File: config.mk
export PLATFORM = sky130hd
export DESIGN_NAME = dmem_arbiter
export DESIGN_NICKNAME = d
export VERILOG_FILES = /design/src/rtl/dmem_arb_pkg.sv /design/src/rtl/arb_wait_counter.sv /design/src/rtl/dmem_arbiter.sv
export SDC_FILE = /design/constraint.sdc
export NUM_CORES = 1
export LEC_CHECK = 0
export ABC_AREA = 1
export CAP_MARGIN = 20
export CORE_UTILIZATION = 28
export DETAILED_ROUTE_END_ITERATION = 8
export GPL_ROUTABILITY_DRIVEN = 0
export PLACE_DENSITY = 0.86
export REMOVE_ABC_BUFFERS = 1
export SETUP_SLACK_MARGIN = 0.15
export SLEW_MARGIN = 20
export SYNTH_ARGS = -nofsm -noshare
export SYNTH_HDL_FRONTEND = slang
export SYNTH_SLANG_ARGS = --single-unit
File: constraint.sdc
create_clock -name clk -period 2.4 [get_ports clk]
set_input_delay 0.48 -clock clk [delete_from_list [all_inputs] [get_ports clk]]
set_output_delay 0.48 -clock clk [all_outputs]
set_load 0.01 [all_outputs]
File: src/rtl/dmem_arb_pkg.sv
`default_nettype none
// ============================================================================
// Module   : dmem_arb_pkg
// Brief    : Shared state encoding and bus-width defaults for dmem_arbiter.
// Revision : 1.0
// ============================================================================
package dmem_arb_pkg;

    localparam int c_DEF_DATA_W     = 16;
    localparam int c_DEF_ADDR_W     = 16;
    localparam int c_DEF_STARVE_LIM = 4;

    typedef enum logic [1:0] {
        ST_CORE_PRI  = 2'd0,
        ST_DBG_FORCE = 2'd1,
        ST_DBG_LOCK  = 2'd2
    } arb_state_t;

    // Counter must be able to hold the value STARVE_LIM itself.
    function automatic int cnt_width(input int lim);
        return (lim < 1) ? 1 : $clog2(lim + 1);
    endfunction

endpackage
`default_nettype wire

File: src/rtl/arb_wait_counter.sv
`default_nettype none
// ============================================================================
// Module   : arb_wait_counter
// Brief    : Counts consecutive denied debug cycles; flags the starvation edge.
// Revision : 1.0
// ============================================================================
module arb_wait_counter
    import dmem_arb_pkg::*;
#(
    parameter int STARVE_LIM = c_DEF_STARVE_LIM
) (
    input  logic clk,
    input  logic rst,
    input  logic inc,
    input  logic clr,
    output logic last
);

    localparam int c_CNT_W = cnt_width(STARVE_LIM);

    logic [c_CNT_W-1:0] r_cnt;

    always_ff @(posedge clk or negedge rst) begin
        if (!rst) begin
            r_cnt <= '0;
        end else if (clr) begin
            r_cnt <= '0;
        end else if (inc) begin
            r_cnt <= r_cnt + c_CNT_W'(1);
        end
    end

    // One more denied cycle would reach the limit.
    assign last = (r_cnt == c_CNT_W'(STARVE_LIM - 1));

endmodule
`default_nettype wire

File: src/rtl/dmem_arbiter.sv
`default_nettype none
// ============================================================================
// Module   : dmem_arbiter
// Brief    : Core/debug data-memory arbiter with starvation relief and debug
//            lock. Optional stall statistics via DMEM_ARB_STATS_EN.
// Revision : 1.0
// ============================================================================
module dmem_arbiter
    import dmem_arb_pkg::*;
#(
    parameter int DATA_W     = c_DEF_DATA_W,
    parameter int ADDR_W     = c_DEF_ADDR_W,
    parameter int STARVE_LIM = c_DEF_STARVE_LIM
) (
    input  logic              clk,
    input  logic              rst,
    input  logic              core_req,
    input  logic              core_we,
    input  logic [ADDR_W-1:0] core_addr,
    input  logic [DATA_W-1:0] core_wdata,
    output logic [DATA_W-1:0] core_rdata,
    output logic              core_stall,
    input  logic              dbg_req,
    input  logic              dbg_we,
    input  logic              dbg_lock,
    input  logic [ADDR_W-1:0] dbg_addr,
    input  logic [DATA_W-1:0] dbg_wdata,
    output logic [DATA_W-1:0] dbg_rdata,
    output logic              dbg_ack,
    output logic [ADDR_W-1:0] mem_access_addr,
    output logic [DATA_W-1:0] mem_write_data,
    output logic              mem_write_en,
    input  logic [DATA_W-1:0] mem_read_data
`ifdef DMEM_ARB_STATS_EN
    ,
    output logic [15:0]       stall_cnt
`endif
);

    arb_state_t r_state;
    arb_state_t w_state_nxt;
    logic       w_core_grant;
    logic       w_dbg_grant;
    logic       w_cnt_inc;
    logic       w_cnt_clr;
    logic       w_cnt_last;

    arb_wait_counter #(
        .STARVE_LIM (STARVE_LIM)
    ) u_wait_cnt (
        .clk  (clk),
        .rst  (rst),
        .inc  (w_cnt_inc),
        .clr  (w_cnt_clr),
        .last (w_cnt_last)
    );

    always_ff @(posedge clk or negedge rst) begin
        if (!rst) begin
            r_state <= ST_CORE_PRI;
        end else begin
            r_state <= w_state_nxt;
        end
    end

    // Outputs are gated by rst so nothing is granted while reset is held.
    always_comb begin
        w_state_nxt  = r_state;
        w_core_grant = 1'b0;
        w_dbg_grant  = 1'b0;
        w_cnt_inc    = 1'b0;
        w_cnt_clr    = 1'b0;
        if (rst) begin
            case (r_state)
                ST_CORE_PRI: begin
                    if (core_req) begin
                        w_core_grant = 1'b1;
                    end else if (dbg_req) begin
                        w_dbg_grant = 1'b1;
                    end
                    if (dbg_req && !w_dbg_grant) begin
                        w_cnt_inc = 1'b1;
                    end else begin
                        w_cnt_clr = 1'b1;
                    end
                    // Lock request outranks the starvation slot.
                    if (dbg_req && dbg_lock) begin
                        w_state_nxt = ST_DBG_LOCK;
                        w_cnt_inc   = 1'b0;
                        w_cnt_clr   = 1'b1;
                    end else if (w_cnt_inc && w_cnt_last) begin
                        w_state_nxt = ST_DBG_FORCE;
                    end
                end
                ST_DBG_FORCE: begin
                    w_dbg_grant = dbg_req;
                    w_cnt_clr   = 1'b1;
                    w_state_nxt = ST_CORE_PRI;
                end
                ST_DBG_LOCK: begin
                    w_dbg_grant = dbg_req;
                    w_cnt_clr   = 1'b1;
                    if (!dbg_lock) begin
                        w_state_nxt = ST_CORE_PRI;
                    end
                end
                default: begin
                    w_cnt_clr   = 1'b1;
                    w_state_nxt = ST_CORE_PRI;
                end
            endcase
        end
    end

    always_comb begin
        mem_access_addr = '0;
        mem_write_data  = '0;
        mem_write_en    = 1'b0;
        core_rdata      = '0;
        dbg_rdata       = '0;
        if (w_core_grant) begin
            mem_access_addr = core_addr;
            mem_write_data  = core_wdata;
            mem_write_en    = core_we;
            core_rdata      = mem_read_data;
        end else if (w_dbg_grant) begin
            mem_access_addr = dbg_addr;
            mem_write_data  = dbg_wdata;
            mem_write_en    = dbg_we;
            dbg_rdata       = mem_read_data;
        end
    end

    assign core_stall = rst && core_req && !w_core_grant;
    assign dbg_ack    = w_dbg_grant;

`ifdef DMEM_ARB_STATS_EN
    logic [15:0] r_stall_cnt;

    always_ff @(posedge clk or negedge rst) begin
        if (!rst) begin
            r_stall_cnt <= '0;
        end else if (core_stall && (r_stall_cnt != 16'hFFFF)) begin
            r_stall_cnt <= r_stall_cnt + 16'd1;
        end
    end

    assign stall_cnt = r_stall_cnt;
`endif

endmodule
`default_nettype wire

# After elaboration in Yosys (flattened, before gate mapping)
# Cells that the tools add are included.
# totals
regBits	5
inputBits	87
output_inout_bits	67
word_cells	53
# classes
add_sub_neg	1
n_eq_ne	5
muxes	34
reduce_logical	11
# ops
operator	count
two-way mux 16 bit	7
two-way mux 1 bit	20
two-way mux 2 bit	3
two-way mux 3 bit	2
logical AND 1 bit	5
case mux 2 bit (2 select lines)	1
adder 3 x 1 -> 3 bit, second input constant	1
== test 3 x 2 -> 1 bit, second input constant	1
!= test 3 bit, second input constant	1
AND reduction 3 bit	1
== test 2 x 1 -> 1 bit, second input constant	1
== test 2 bit, second input constant	1
zero test 1 bit	2
zero test 2 bit	1
!= test 2 bit, second input constant	1
case mux 1 bit (2 select lines)	1
nonzero test 2 bit	1
OR reduction 2 bit	1

# Longest topological paths before layout
# Gate-level depths: netlist (run 1).
# depth
depth_word	14
mapped_depth	9
depth_no_buf	7

# Modules after synthesis
# From an unflattened synthesis (run 1), not the netlist that was laid out.
# unflattened
cells_unflattened	215
hier_area_um2	1217.4
# by_module_without_submodules
mod	instances	cells_per_inst	area_each_um2
dmem_arbiter	1	196	1058.5
arb_wait_counter	1	19	158.9

# Worst setup path after synthesis (run 1)
# OpenSTA, ideal clock, no wires.
# synth_path
kind	register to output
from	register r_state[0]
to	output port dbg_rdata[1]
t_arrival_ps	1440
required_time_ps	1920
setup_slack_ps	480
path_stages_with_launch	8
path_buffers	2
cell_sequence	dfrtp_1 > inv_1 > ha_1 > nand3_1 > buf_2 > buf_1 > nand2_1 > nor2_1
# synth_between
elab_chain_cells	6
word_cells_on_any_way	10
classes_between	eq/ne (2); mux (6); reduce/logical (2)
# synth_lines
element	line_no	text
start: declaration	dmem_arbiter.sv:40	arb_state_t r_state;
start signal: assignment	dmem_arbiter.sv:62	r_state <= w_state_nxt;
== test 2 bit / == test 2 x 1 -> 1 bit (equally long branches)	dmem_arbiter.sv:74	case (r_state)
OR reduction 2 bit (no source line)	n/a	
case mux 1 bit (2 select lines)	dmem_arbiter.sv:74	
two-way mux 1 bit	dmem_arbiter.sv:73	if (rst) begin
two-way mux 16 bit	dmem_arbiter.sv:126	end else if (w_dbg_grant) begin
two-way mux 16 bit *	dmem_arbiter.sv:121	if (w_core_grant) begin
end: declaration	dmem_arbiter.sv:28	output logic [DATA_W-1:0] dbg_rdata,
# Every way passes the cells marked *; elsewhere a longest branch is shown, timed or not.

# Worst setup path in the final report (run 1)
# layout_path
from	register r_state[0]
to	output port mem_access_addr[11]
# layout_between
elab_chain_cells	6
word_cells_on_any_way	10
classes_between	eq/ne (2); mux (6); reduce/logical (2)
# layout_lines
element	line_no	text
== test 2 bit / == test 2 x 1 -> 1 bit (equally long branches)	dmem_arbiter.sv:74	
OR reduction 2 bit (no source line)	n/a	
case mux 1 bit (2 select lines)	dmem_arbiter.sv:74	
two-way mux 1 bit	dmem_arbiter.sv:73	
two-way mux 16 bit	dmem_arbiter.sv:126	
two-way mux 16 bit *	dmem_arbiter.sv:121	
end: declaration	dmem_arbiter.sv:30	output logic [ADDR_W-1:0] mem_access_addr,
# Marked as above.

==> impl_metrics.env, run 1 <==
export IMPL_status="finished, final reports clean"
export IMPL_crit_required_ns=1.92
export IMPL_ys_warn_count=0
export IMPL_path_cells="buf_4, ha_4, nor3b_4, buf_6, buf_6, buf_12, buf_6, nand3_2, nand2_1, buf_2"
export IMPL_rsz0062_at_grt="true"
export IMPL_hpwlAfterDp_um=4380
export IMPL_cts_root_buf="clkbuf_8"
export IMPL_overflow=0
export IMPL_ant_nets=0
export IMPL_power_total_w=0.00162
export IMPL_crit_slowest_cell="dfrtp_1"
export IMPL_synth_cells=292
export IMPL_grt_max_degree=30
export IMPL_htree_levels=1
export IMPL_cp_end_kind="output port"
export IMPL_cts_hold_buf=0
export IMPL_crit_path_max_fanout=8
export IMPL_final_cell_mix="nand2_1, clkdlybuf4s50_1, inv_1"
export IMPL_holdCritPathClass="in -> async"
export IMPL_viasPerCell=4.42
export IMPL_slew_headroom=0.855
export IMPL_clock_sinks=5
export IMPL_cts_buffers=3
export IMPL_areaGrowthSynthToFinish_pct=146
export IMPL_cap_violations=0
export IMPL_cts_path_max_buffers=2
export IMPL_tightest_slew_ns=0.218
export IMPL_num_vias=2349
export IMPL_initial_core_util=0.290
export IMPL_hold_viol=0
export IMPL_drt_pass1_iterations=6
export IMPL_clkTransAtPathRegs_ns=0.03
export IMPL_fmax_mhz=431
export IMPL_ys_ff_latch=5
export IMPL_clk_insertion_delay_late_ns=0.22
export IMPL_grt_usage=0.236
export IMPL_drive_gt1_frac=0.280
export IMPL_synth_area_mm2=0.00137
export IMPL_finalMaxSlewViolations=0
export IMPL_fin_tns_setup_ns=0
export IMPL_avgRoutedWirePerCell_um=12.6
export IMPL_worst_setup_path_type="reg -> out"
export IMPL_ios=154
export IMPL_portBuffers=153
export IMPL_rows=25
export IMPL_p_leak_nw=2.02
export IMPL_final_common_cell="nand2_1"
export IMPL_multi_input_area_mm2=0.00112
export IMPL_finalCriticalPeriod_ns=2.32
export IMPL_core_mm2=0.00472
export IMPL_hold_ws_ns=0.388
export IMPL_grt_antenna_before_repair=0
export IMPL_cpMostUsedCell="buf_6"
export IMPL_yosysSeqAreaShare=0.0914
export IMPL_yosysUniqueCellTypes=19
export IMPL_drt_iter0_drc=75
export IMPL_ir_drop_v=0.000491
export IMPL_tritoncts="built"
export IMPL_setup_viol=0
export IMPL_die_width_um=71.9
export IMPL_die_y_um=71.9
export IMPL_die_area_mm2=0.00517
export IMPL_post_route_period_util=0.968
export IMPL_seqCellArea_um2=125
export IMPL_grt_pass1_vias=2153
export IMPL_slowest_delay_ns=0.38
export IMPL_final_util=0.712
export IMPL_antenna_cells=0
export IMPL_arrival_ns=1.84
export IMPL_clock_skew_ns=0.00176
export IMPL_n_fill_cell=389
export IMPL_avgSynthCellArea_um2=4.69
export IMPL_drt_total_wl_um=6710
export IMPL_power_density_mw_per_mm2=481
export IMPL_cp_start_kind="register"
export IMPL_route_detailed_drc=0
export IMPL_grt_first_pass_wirelength_um=9770
export IMPL_nets=558
## what timing repair did
item	in CTS	in global routing
setup endpoints to repair	67	50
resized for setup	195	57
setup buffers	14	0
gates cloned	6	0
pin swaps	4	10
## through the flow
stage	worst slack, ns	area, µm²	std cells
2_1_floorplan	-1.12	1290	275
3_3_place_gp	-0.320	3080	508
3_5_place_dp	-0.378	3080	508
4_1_cts	0.0727	3300	532
5_1_grt	0.000917	3360	532
6_report	0.0775	3360	532
## critical path: cells and delay by family, from the launching register on
kind          cells  cell delay, ns
buf+inv           6            0.75
flops             1            0.38
fa+ha+maj         1            0.16
simple gates      3            0.32
## cell families (layout without fill, tap and decap cells)
family,Yosys count,after routing,share of synthesized area
fa+ha+maj,5,5,0.0457
compound gates,2,2,0.0119
simple gates,206,206,0.636
flops,5,5,0.0914
buf+inv,74,247,0.215
## final cells by class
cell class | count | area share
Clock buffer | 4 | 0.0134
Inverter | 57 | 0.0636
Multi-Input combinational cell | 213 | 0.333
Sequential cell | 5 | 0.0372
Tap cell | 67 | 0.0249
Timing Repair Buffer | 186 | 0.528
## where the power goes
part / internal [W] / switching [W]
Clock: 0.000114 / 0.0000406
Combinational: 0.000677 / 0.000678
Sequential: 0.0000967 / 0.0000106
## flip-flops by register name, indices dropped and copies added, names as in the netlist
name and flops:
u_wait_cnt.r_cnt 3, r_state 2
## routing by layer
layer | part of all wire | wire (µm) | GRT usage | vias to the layer above
met3 | 0.056 | 374 | 0.0417 | 13
met4 | 0.023 | 157 | 0.0654 | 0
met2 | 0.53 | 3550 | 0.451 | 78
met5 | 0 | 0 | 0 | -
met1 | 0.39 | 2630 | 0.268 | 1058
li1 | - | - | - | 1200
## synth_stat cells
| master | number | area share |
|---|---|---|
| dfrtp_1 | 5 | 0.091 |
| and2_1 | 1 | 0.0046 |
| nor3b_4 | 1 | 0.014 |
| buf_6 | 1 | 0.0082 |
| nand3_1 | 36 | 0.13 |
| buf_1 | 3 | 0.0082 |
| nand4_1 | 1 | 0.0046 |
| inv_1 | 56 | 0.15 |
| nand2_1 | 129 | 0.35 |
| ha_1 | 5 | 0.046 |
| inv_2 | 1 | 0.0027 |
| nor2_1 | 26 | 0.071 |
| nand2_2 | 1 | 0.0046 |
| a21oi_1 | 1 | 0.0037 |
| o21bai_2 | 1 | 0.0082 |
| nor2_2 | 9 | 0.041 |
| clkbuf_1 | 6 | 0.016 |
| nand3b_1 | 2 | 0.011 |
| buf_2 | 7 | 0.026 |
## path summary, 6_finish.rpt
check,start,endpoint,slack [ns],cells past startpoint
setup / recovery,r_state[0],mem_access_addr[11],0.08,10
hold / removal,rst,u_wait_cnt.r_cnt[2],0.39,2
setup reg to reg,r_state[1],r_state[0],0.72,8
hold reg to reg,u_wait_cnt.r_cnt[1],u_wait_cnt.r_cnt[1],0.48,2
max in group asynchronous,rst,u_wait_cnt.r_cnt[1],1.89,2
min in group clk,u_wait_cnt.r_cnt[1],u_wait_cnt.r_cnt[1],0.48,2
(Power assumes the default switching activity.)
==> run 2, diff against run 1 <==
--- a/config.mk
+++ b/config.mk
@@ -10,6 +10,7 @@
 export CORE_UTILIZATION = 28
 export DETAILED_ROUTE_END_ITERATION = 8
 export GPL_ROUTABILITY_DRIVEN = 0
+export GPL_TIMING_DRIVEN = 0
 export PLACE_DENSITY = 0.86
 export REMOVE_ABC_BUFFERS = 1
 export SETUP_SLACK_MARGIN = 0.15
==> impl_metrics.env, run 2 (synthesized netlist as in run 1, its figures left out) <==
export IMPL_tritoncts="built"
export IMPL_drt_iter0_drc=122
export IMPL_cts_root_buf="clkbuf_8"
export IMPL_tightest_slew_ns=0.345
export IMPL_grt_antenna_before_repair=0
export IMPL_die_area_mm2=0.00517
export IMPL_die_width_um=71.9
export IMPL_largest_reg_flops=3
export IMPL_cp_start_kind="register"
export IMPL_areaGrowthSynthToFinish_pct=177
export IMPL_ant_nets=0
export IMPL_regMostFlops="u_wait_cnt.r_cnt"
export IMPL_holdCritPathClass="in -> async"
export IMPL_overflow=0
export IMPL_nets=597
export IMPL_dp_cells=496
export IMPL_p_int_w=0.00126
export IMPL_die_y_um=71.9
export IMPL_rows=25
export IMPL_finalMaxSlewViolations=0
export IMPL_initial_core_util=0.290
export IMPL_cts_path_max_buffers=2
export IMPL_switching_share=0.429
export IMPL_grt_first_pass_wirelength_um=10600
export IMPL_cts_buffers=3
export IMPL_ir_drop_v=0.000501
export IMPL_route_detailed_drc=0
export IMPL_drive_gt1_frac=0.339
export IMPL_crit_required_ns=1.92
export IMPL_p_leak_nw=2.34
export IMPL_final_common_cell="nand2_1"
export IMPL_power_frac_clock=0.073
export IMPL_clk_insertion_delay_late_ns=0.23
export IMPL_combPwrFrac=0.879
export IMPL_portBuffers=153
export IMPL_ios=154
export IMPL_slew_headroom=0.770
export IMPL_avgRoutedWirePerCell_um=14.5
export IMPL_grt_pass1_vias=2259
export IMPL_cp_end_kind="output port"
export IMPL_p_sw_w=0.000949
export IMPL_post_route_period_util=0.968
export IMPL_drt_total_wl_um=8290
export IMPL_r2r_slack_ns=0.95
export IMPL_final_cells=571
export IMPL_clock_skew_ns=0.00743
export IMPL_crit_path_max_fanout=11
export IMPL_cts_hold_buf=0
export IMPL_core_mm2=0.00472
export IMPL_hold_viol=0
export IMPL_hold_ws_ns=0.115
export IMPL_arrival_ns=1.84
export IMPL_drt_pass1_iterations=4
export IMPL_hpwlAfterDp_um=3940
export IMPL_status="finished, final reports clean"
export IMPL_grt_usage=0.261
export IMPL_setup_viol=0
export IMPL_htree_levels=1
export IMPL_power_density_mw_per_mm2=583
export IMPL_p_seq_frac=0.048
export IMPL_grt_max_degree=18
export IMPL_clkTransAtPathRegs_ns=0.04
export IMPL_final_cell_mix="nand2_1, clkdlybuf4s50_1, inv_1"
export IMPL_largest_registers="u_wait_cnt.r_cnt: 3 flops, r_state: 2 flops"
export IMPL_viasPerCell=4.73
export IMPL_worst_setup_path_type="reg -> out"
export IMPL_antenna_cells=0
export IMPL_cap_violations=0
export IMPL_finalCriticalPeriod_ns=2.32
export IMPL_clock_sinks=5
export IMPL_rsz0062_at_grt="true"
export IMPL_fmax_mhz=431
export IMPL_num_vias=2700
## run 2: cell types whose count changed in the layout (fill, tap and decap cells not counted), sizes merged
cell           before  now
bufbuf              1    0
clkbuf             16   10
clkdlybuf4s15       6    1
nand2             130  131
o21bai              1    2
buf                65  111
dlygate4sd2        18    5
dlymetal6s2s        0   11
inv                57   55
nand3              36   39
clkinvlp            0    4
## run 2: power by group through the flow
stage / logic [W] / clock network (W) / registers (W)
2_1_floorplan: 0.000464 / 0 / 0.000106
3_3_place_gp: 0.000982 / 0 / 0.000109
3_5_place_dp: 0.00100 / 0 / 0.000110
4_1_cts: 0.00165 / 0.000161 / 0.000106
5_1_grt: 0.00206 / 0.000171 / 0.000107
6_report: 0.00195 / 0.000161 / 0.000106
## run 2: final timing paths
path | start | to | cells after the start
worst max register to register | r_state[1] | r_state[0] | 6
worst max-delay path | r_state[1] | mem_access_addr[15] | 9
worst min-delay path | rst | u_wait_cnt.r_cnt[2] | 1
max in group asynchronous | rst | u_wait_cnt.r_cnt[0] | 1
min in group clk | u_wait_cnt.r_cnt[1] | u_wait_cnt.r_cnt[1] | 2
worst min register to register | u_wait_cnt.r_cnt[1] | u_wait_cnt.r_cnt[1] | 2
## run 2: layout make-up
cell class	count	area, µm²
tap	67	83.8
multi-input combinational	218	1220
fill	314	930
sequential	5	125
inverter	57	221
timing repair buffer	218	2080
timing repair inverter	2	15.0
clock buffer	4	45.0
## run 2: through the flow
stage	setup WS, ns	setup TNS [ns]	util	area [µm²]	total power [W]
after floorplan	-1.12	-47.53	-	1290	0.000571
after global placement	-3.37	-174.58	0.615	2900	0.00109
after detailed placement	-1.83	-93.11	0.622	2940	0.00111
after CTS	0.0275	0	0.738	3490	0.00192
after global routing	-0.000845	-0.000845	0.803	3790	0.00234
final	0.0779	0	0.803	3790	0.00221
## run 2: critical path, stage by stage (launching register included)
cell and delay [ns]:
dfrtp_1 0.39, buf_4 0.15, ha_4 0.16, nor3b_4 0.21
buf_6 0.15, buf_12 0.10, buf_12 0.13, nand3_1 0.10
nand2_1 0.09, buf_2 0.13
## run 2: layer usage
layer / global-route usage / routed length, µm / vias up
met5: 0 / 0 / -
met1: 0.307 / 3040 / 1219
met3: 0.0417 / 682 / 36
li1: - / - / 1297
met2: 0.478 / 4220 / 148
met4: 0.0893 / 342 / 0
## run 2: repair_timing
item,in CTS,in global routing
gates resized for setup,224,78
endpoints found under the hold margin,0,0
gates cloned,9,3
pin swaps,6,31
setup buffers,44,15
endpoints found under the setup margin,67,61
